File: config.mk
export PLATFORM = sky130hd
export DESIGN_NAME = rr_mux8_sched
export DESIGN_NICKNAME = d
export VERILOG_FILES = /design/src/rtl/rr_mux8_sched.sv
export SDC_FILE = /design/constraint.sdc
export NUM_CORES = 1
export LEC_CHECK = 0
export ABC_CLOCK_PERIOD_IN_PS = 3300
export BUFFER_PORTS_ARGS = -buffer_cell sky130_fd_sc_hd__buf_2
export CORE_MARGIN = 10
export CORE_UTILIZATION = 45
export DETAILED_ROUTE_END_ITERATION = 6
export GPL_TIMING_DRIVEN = 0
export PLACE_DENSITY_LB_ADDON = 0.2
export SYNTH_ARGS = -nofsm -noshare
export SYNTH_HDL_FRONTEND = slang
export SYNTH_SLANG_ARGS = --single-unit
File: constraint.sdc
create_clock -name clk -period 3.3 [get_ports clk]
set_input_delay 0.66 -clock clk [delete_from_list [all_inputs] [get_ports clk]]
set_output_delay 0.66 -clock clk [all_outputs]
set_load 0.05 [all_outputs]
File: src/rtl/rr_mux8_sched.sv
// Round-robin scheduler for a shared 8:1 datapath mux: owns the mux select and
// one-hot grant, steers the granted requester's data onto one valid/ready port.
module rr_mux8_sched #(
  parameter int DATA_W   = 8,
  parameter int MAX_HOLD = 4
) (
  input  logic                  clk,
  input  logic                  rst,
  input  logic [7:0]            req,
  input  logic [8*DATA_W-1:0]   din,
  input  logic                  out_ready,
  output logic [2:0]            sel,
  output logic [7:0]            gnt,
  output logic                  out_valid,
  output logic [DATA_W-1:0]     dout,
  output logic                  busy
);

  typedef enum logic {IDLE, GRANT} state_t;

  state_t      state_reg, state_next;
  logic [2:0]  sel_reg, sel_next;
  logic [2:0]  ptr_reg, ptr_next;
  logic [7:0]  gnt_reg, gnt_next;
  logic [3:0]  cnt_reg, cnt_next;

  logic [DATA_W-1:0] din_arr [8];
  logic [3:0]        pick;
  logic [7:0]        pick_onehot;
  logic [2:0]        arb_base;
  logic              beat;
  logic              last_beat;
  logic              release_now;

  // Returns {found, index}; scanning from lowest to highest priority lets the
  // last hit (closest after the base) win.
  function automatic logic [3:0] rr_pick(input logic [7:0] r, input logic [2:0] base);
    logic [3:0] res;
    logic [2:0] idx;
    res = '0;
    for (int k = 8; k >= 1; k--) begin
      idx = base + 3'(k);
      if (r[idx]) res = {1'b1, idx};
    end
    return res;
  endfunction

  generate
    for (genvar gi = 0; gi < 8; gi++) begin : g_lane
      assign din_arr[gi]     = din[gi*DATA_W +: DATA_W];
      assign pick_onehot[gi] = pick[3] && (pick[2:0] == 3'(gi));
    end
  endgenerate

  assign busy      = (state_reg == GRANT);
  assign sel       = sel_reg;
  assign gnt       = gnt_reg;
  assign out_valid = busy && req[sel_reg];
  assign dout      = din_arr[sel_reg];

  // On release the pointer moves to the current owner, so arbitrate from sel.
  assign arb_base    = busy ? sel_reg : ptr_reg;
  assign pick        = rr_pick(req, arb_base);
  assign beat        = out_valid && out_ready;
  assign last_beat   = beat && (cnt_reg == 4'(MAX_HOLD - 1));
  assign release_now = busy && (!req[sel_reg] || last_beat);

  always_comb begin
    state_next = state_reg;
    sel_next   = sel_reg;
    ptr_next   = ptr_reg;
    gnt_next   = gnt_reg;
    cnt_next   = cnt_reg;
    case (state_reg)
      IDLE: begin
        if (pick[3]) begin
          state_next = GRANT;
          sel_next   = pick[2:0];
          gnt_next   = pick_onehot;
          cnt_next   = '0;
        end
      end
      GRANT: begin
        if (release_now) begin
          ptr_next = sel_reg;
          cnt_next = '0;
          if (pick[3]) begin
            sel_next = pick[2:0];
            gnt_next = pick_onehot;
          end else begin
            state_next = IDLE;
            gnt_next   = '0;
          end
        end else if (beat) begin
          cnt_next = cnt_reg + 4'd1;
        end
      end
      default: begin
        state_next = IDLE;
        gnt_next   = '0;
      end
    endcase
  end

  always_ff @(posedge clk or posedge rst) begin
    if (rst) begin
      state_reg <= IDLE;
      sel_reg   <= '0;
      ptr_reg   <= 3'd7;
      gnt_reg   <= '0;
      cnt_reg   <= '0;
    end else begin
      state_reg <= state_next;
      sel_reg   <= sel_next;
      ptr_reg   <= ptr_next;
      gnt_reg   <= gnt_next;
      cnt_reg   <= cnt_next;
    end
  end

endmodule

# After elaboration in Yosys (flattened, before gate mapping)
# Cells that the tools add are included.
# word_totals
reg_bits	19
elab_cells	98
# op_classes
mux	44
n_addsub	8
bitwise_logic	2
n_reduce_logical	18
n_eq_ne	11
magnitude_cmp	10
# op_table
cell	count
$mux 4	11
$mux 8	5
$lt 3x4->1 const B	9
$bmux 1 s3	9
$bmux 8 s3	1
$pmux 8 s2	1
$add 3x3->3 const B	4
$eq 3x3->1 const B	4
$logic_and 1x1->1	12
$mux 1	11
$mux 3	3
$pmux 4 s2	1
$add 3x2->3 const B	2
$eq 3x2->1 const B	2
$pmux 3 s2	1
$reduce_and 2->1	3
$add 4x1->4 const B	1
$eq 4x2->1 const B	1
$ge 4x4->1 const B	1
$not 3->4	1
$add 3x1->3 const B	1
$eq 3x1->1 const B	1
$logic_not 3->1	1
$ne 3x1->1 const B	1
other kinds (6)	6

# Longest topological paths before layout
# logic_depth
word_depth	16
mapped_depth	13
ltp_nobuf	10

# Least setup slack after synthesis
# No wires, ideal clock.
# synth_timing
path_type	reg-to-reg
startpoint	reg state_reg, in the netlist busy
endpoint	reg gnt_reg[2], in the netlist gnt[2]
period_less_slack_ns	3.772
required_time_ns	3.178
path_stages_with_launch	13
arrival_time_ns	3.651
slack_ns	-0.472
setup_time_ns	0.122
path_cell_list	dfrtp_1 > buf_6 > mux2i_4 > inv_6 > buf_6 > ha_1 > xnor2_1 > mux4_2 > a31oi_1 > o21ai_0 > a31oi_2 > inv_1 > a32o_1
# synth_between
elab_chain_cells	16
# synth_lines
element	line	text
start: declaration	21	state_t state_reg, state_next;
start signal: assignment	113	state_reg <= state_next;
$mux 3	62	assign arb_base = busy ? sel_reg : ptr_reg;
$add 3x3->3 / $bmux 1 s3 (equally long branches)	42, 43	
$bmux 1 s3 / $mux 1 (equally long branches)	43	if (r[idx]) res = {1'b1, idx};
$mux 1 (implied by the code) / $mux 4 (equally long branches)	43	
$mux 4 (7 in a row)	43	
$eq 3x2->1	51	assign pick_onehot[gi] = pick[3] && (pick[2:0] == 3'(gi));
$logic_and 1x1->1	51	
$mux 8	87	if (pick[3]) begin
$mux 8	84	if (release_now) begin
$pmux 8 s2	74	case (state_reg)
end signal: assignment	116	gnt_reg <= gnt_next;
end: declaration	24	logic [7:0] gnt_reg, gnt_next;
# Several ways; a longest one is shown, not always the timed one. The select of a mux whose other input is x is not followed.
# A chain may end at the register's enable or synchronous reset.

# Worst setup path in the final report
# Same ends and word-level chain as after synthesis.

==> flow_metrics.py <==
metrics = {
    "drt": {
        "vias": 2286,
        "vias_per_cell": 5.82,
        "remaining_drc_errors": 0,
        "route.antenna.remaining_nets": 0,
        "initialDrtViolationCount": 144,
        "drt-wirelength-per-cell_um": 19.0,
        "postRouteWirelength_um": 7490,
        "firstDrtPassIters": 4,
    },
    "place": {
        "place.port_buffers": 95,
        "detailedPlacementHpwl_um": 6010,
        "place_inst": 374,
        "finalWeightedCongestion": 0.920,
        "dp_worst_setup_slack_ns": -0.183,
    },
    "synth": {
        "count_of_state_elements_after_synthesis": 19,
        "synth_top_flop_cell": "sky130_fd_sc_hd__dfrtp_1",
        "count_of_warnings_emitted_by_yosys": 0,
        "compound_cell_area_share_of_the_yosys_netlist": 0.134,
        "count_of_flip_flops_with_a_built_in_enable_after_synthesis": 0,
        "synth_simple_gate_area_frac": 0.112,
        "ys_async_sr_fraction": 1.00,
        "yosysTopAreaCellShare": 0.275,
        "post_synth_xor_area_fraction": 0.0142,
        "synth_cells": 209,
        "main_combinational_cell_family_by_area_after_synthesis": "multiplexers",
        "synth_adder_area_share": 0.0158,
        "synthDominantAreaCellType": "sky130_fd_sc_hd__mux4_2",
        "synthTopCellsByArea": "sky130_fd_sc_hd__mux4_2, sky130_fd_sc_hd__dfrtp_1, sky130_fd_sc_hd__mux2_2",
        "synthesis.nets": 287,
        "seq_area_frac_synth": 0.202,
        "mapped_avg_cell_area_um2": 11.4,
        "top_cell_types_by_occurrence_after_synthesis": "sky130_fd_sc_hd__mux4_2, sky130_fd_sc_hd__mux2_2, sky130_fd_sc_hd__dfrtp_1",
        "post_synth_mux_area_share": 0.476,
        "synth.distinct_cells": 55,
        "post-synth-top-count-cell": "sky130_fd_sc_hd__mux4_2",
        "syn-cell-area_mm2": 0.00237,
    },
    "clock_network": {
        "clkTransAtPathRegs_ns": 0.07,
        "cts-buffers-inserted": 3,
        "cts.hold.buffers_added": 0,
        "count_of_clock_tree_sinks": 19,
        "tritoncts": "built",
        "htreeDepth": 1,
        "clkLatencyLatePin_ns": 0.25,
        "cts.path.max_buffers": 2,
        "clock-root-buffer": "sky130_fd_sc_hd__clkbuf_8",
    },
    "power": {
        "power_mw": 4.37,
        "largest_vdd_supply_drop_uv": 683,
        "p_leak_nw": 1.48,
        "power.density_cell_area_mw_per_mm2": 1320,
    },
    "grt": {
        "grt_antenna_before_repair": 0,
        "grtUsageTotal": 0.166,
        "grt_max_degree": 20,
        "gr-total-overflow": 0,
        "grt_first_pass_wirelength_um": 11900,
        "first_global_vias": 2415,
    },
    "floorplan": {
        "boundaryPins": 96,
        "overall_die_area_mm2": 0.00858,
        "dieHeight_um": 92.6,
        "initial_core_util": 0.465,
        "rows": 26,
        "die_w_um": 92.6,
        "fp.coreArea_mm2": 0.00511,
    },
    "sta": {
        "slew-limit-headroom": 0.531,
        "timing_hold_violations_final": 0,
        "setup_tns_ns": 0,
        "finalCritPeriodShare": 0.972,
        "clock.fmax_mhz": 312,
        "report.final.slew_viol_count": 0,
        "post_route_setup_slack_ns": 0.0927,
        "fin_worst_hold_slack_ns": 0.475,
        "worst_pin_slew_ns": 0.702,
        "setup-violations-final": 0,
        "clock_skew_ns": 0.00171,
        "final.min_clock_period_ns": 3.21,
    },
    "run_status": {
        "run_status": "finished, final reports clean",
    },
    "worst_setup_path": {
        "worst_path_most_repeated_cell": "sky130_fd_sc_hd__buf_4",
        "startpoint_class": "flip-flop",
        "worst-endpoint-arrival_ns": 3.35,
        "timing.critical_path.slowest_stage_cell": "sky130_fd_sc_hd__mux4_2",
        "cp_slowest_stage_delay_ns": 0.54,
        "cp_top_family": "multiplexers",
        "crit_path_max_fanout": 10,
        "timing.critical_path.to_type": "flip-flop",
        "critical_path_buf_inv_count": 4,
        "setup.worst_path.class": "flip-flop to flip-flop",
        "timing.critical_path.cells": "buf_8 -> mux2i_4 -> buf_4 -> buf_4 -> mux2_4 -> mux4_2 -> and2_1 -> a311o_1 -> a31oi_4 -> inv_1 -> a32o_1",
        "critical_path_required_ns": 3.44,
    },
    "layout": {
        "stdcell_count": 393,
        "area_growth_syn_to_layout_pct": 39.0,
        "antenna_fix_cells": 0,
        "largest_reg_flops": 8,
        "finalNetCount": 402,
        "nFillCells": 422,
        "drive_above_1_share": 0.622,
    },
    "hold_path": {
        "holdCritPathClass": "flip-flop to flip-flop",
    },
    "flow_run": {
        "cap_violations": 0,
    },
}
cell families after synthesis:
kind of cell | Yosys count
AO/OA/AOI/OAI | 40
XOR/XNOR | 3
adder cells (fa/ha/maj) | 3
buffers and inverters | 22
flip-flops | 19
multiplexers | 70
AND/OR/NAND/NOR | 52
stage by stage:
stage               utilization  instance area (um2)
CTS                       0.614                 3130
floorplan                     -                 2440
finish                    0.646                 3300
detailed placement        0.588                 3000
global route              0.646                 3300
global placement          0.588                 3000
per-layer routing:
layer | share of wire | global-route usage
met5 | 0 | 0
met4 | 0.010 | 0.0283
met3 | 0.072 | 0.0549
met2 | 0.55 | 0.309
met1 | 0.37 | 0.182
worst register-to-register path, stage by stage (launching register included):
cell,delay [ns]
sky130_fd_sc_hd__dfrtp_2,0.39
sky130_fd_sc_hd__buf_8,0.13
sky130_fd_sc_hd__mux2i_4,0.31
sky130_fd_sc_hd__buf_4,0.19
sky130_fd_sc_hd__buf_4,0.14
sky130_fd_sc_hd__mux2_4,0.37
sky130_fd_sc_hd__mux4_2,0.54
sky130_fd_sc_hd__and2_1,0.17
sky130_fd_sc_hd__a311o_1,0.30
sky130_fd_sc_hd__a31oi_4,0.22
sky130_fd_sc_hd__inv_1,0.10
sky130_fd_sc_hd__a32o_1,0.25
power breakdown:
part | internal [mW] | total (mW) | switching [mW]
registers | 0.333 | 0.404 | 0.0706
logic | 1.73 | 3.80 | 2.07
clock network | 0.0858 | 0.161 | 0.0755
what timing repair did:
item,4_1_cts,5_1_grt
gates resized for setup,10,21
pin swaps,1,6
buffers inserted,5,11
endpoints found under the setup margin,22,24
final cells by class:
type | instances | area [um2] | area share
multi-input cells | 168 | 1940 | 0.588
repair buffers | 111 | 608 | 0.184
flip-flops and latches | 19 | 480 | 0.146
plain buffers | 12 | 98.8 | 0.0299
well taps | 70 | 87.6 | 0.0265
clock buffers | 4 | 45.0 | 0.0136
inverters | 9 | 38.8 | 0.0118
layout by cell type (no fill, tap or decap), types with 5 or more instances in the layout:
cell type                  n
sky130_fd_sc_hd__mux2_4    5
sky130_fd_sc_hd__buf_2    96
sky130_fd_sc_hd__mux4_2   29
sky130_fd_sc_hd__a21oi_1   6
sky130_fd_sc_hd__inv_1     6
sky130_fd_sc_hd__dfrtp_1  15
sky130_fd_sc_hd__buf_4    15
sky130_fd_sc_hd__nand2_1  13
sky130_fd_sc_hd__mux2i_1  11
sky130_fd_sc_hd__nor2_1   12
sky130_fd_sc_hd__o21ai_0   5
sky130_fd_sc_hd__mux2_2   16
final timing paths:
check                      startpoint          to  slack (ns)  depth (start not counted)
setup / recovery                 busy      gnt[2]        0.09                         11
hold / removal                 gnt[1]      gnt[1]        0.48                          2
setup reg to reg                 busy      gnt[2]        0.09                         11
hold reg to reg                gnt[1]      gnt[1]        0.48                          2
max in group asynchronous         rst        busy        2.31                          2
min in group asynchronous         rst  cnt_reg[3]        0.51                          2
(Power assumes the default switching activity.)
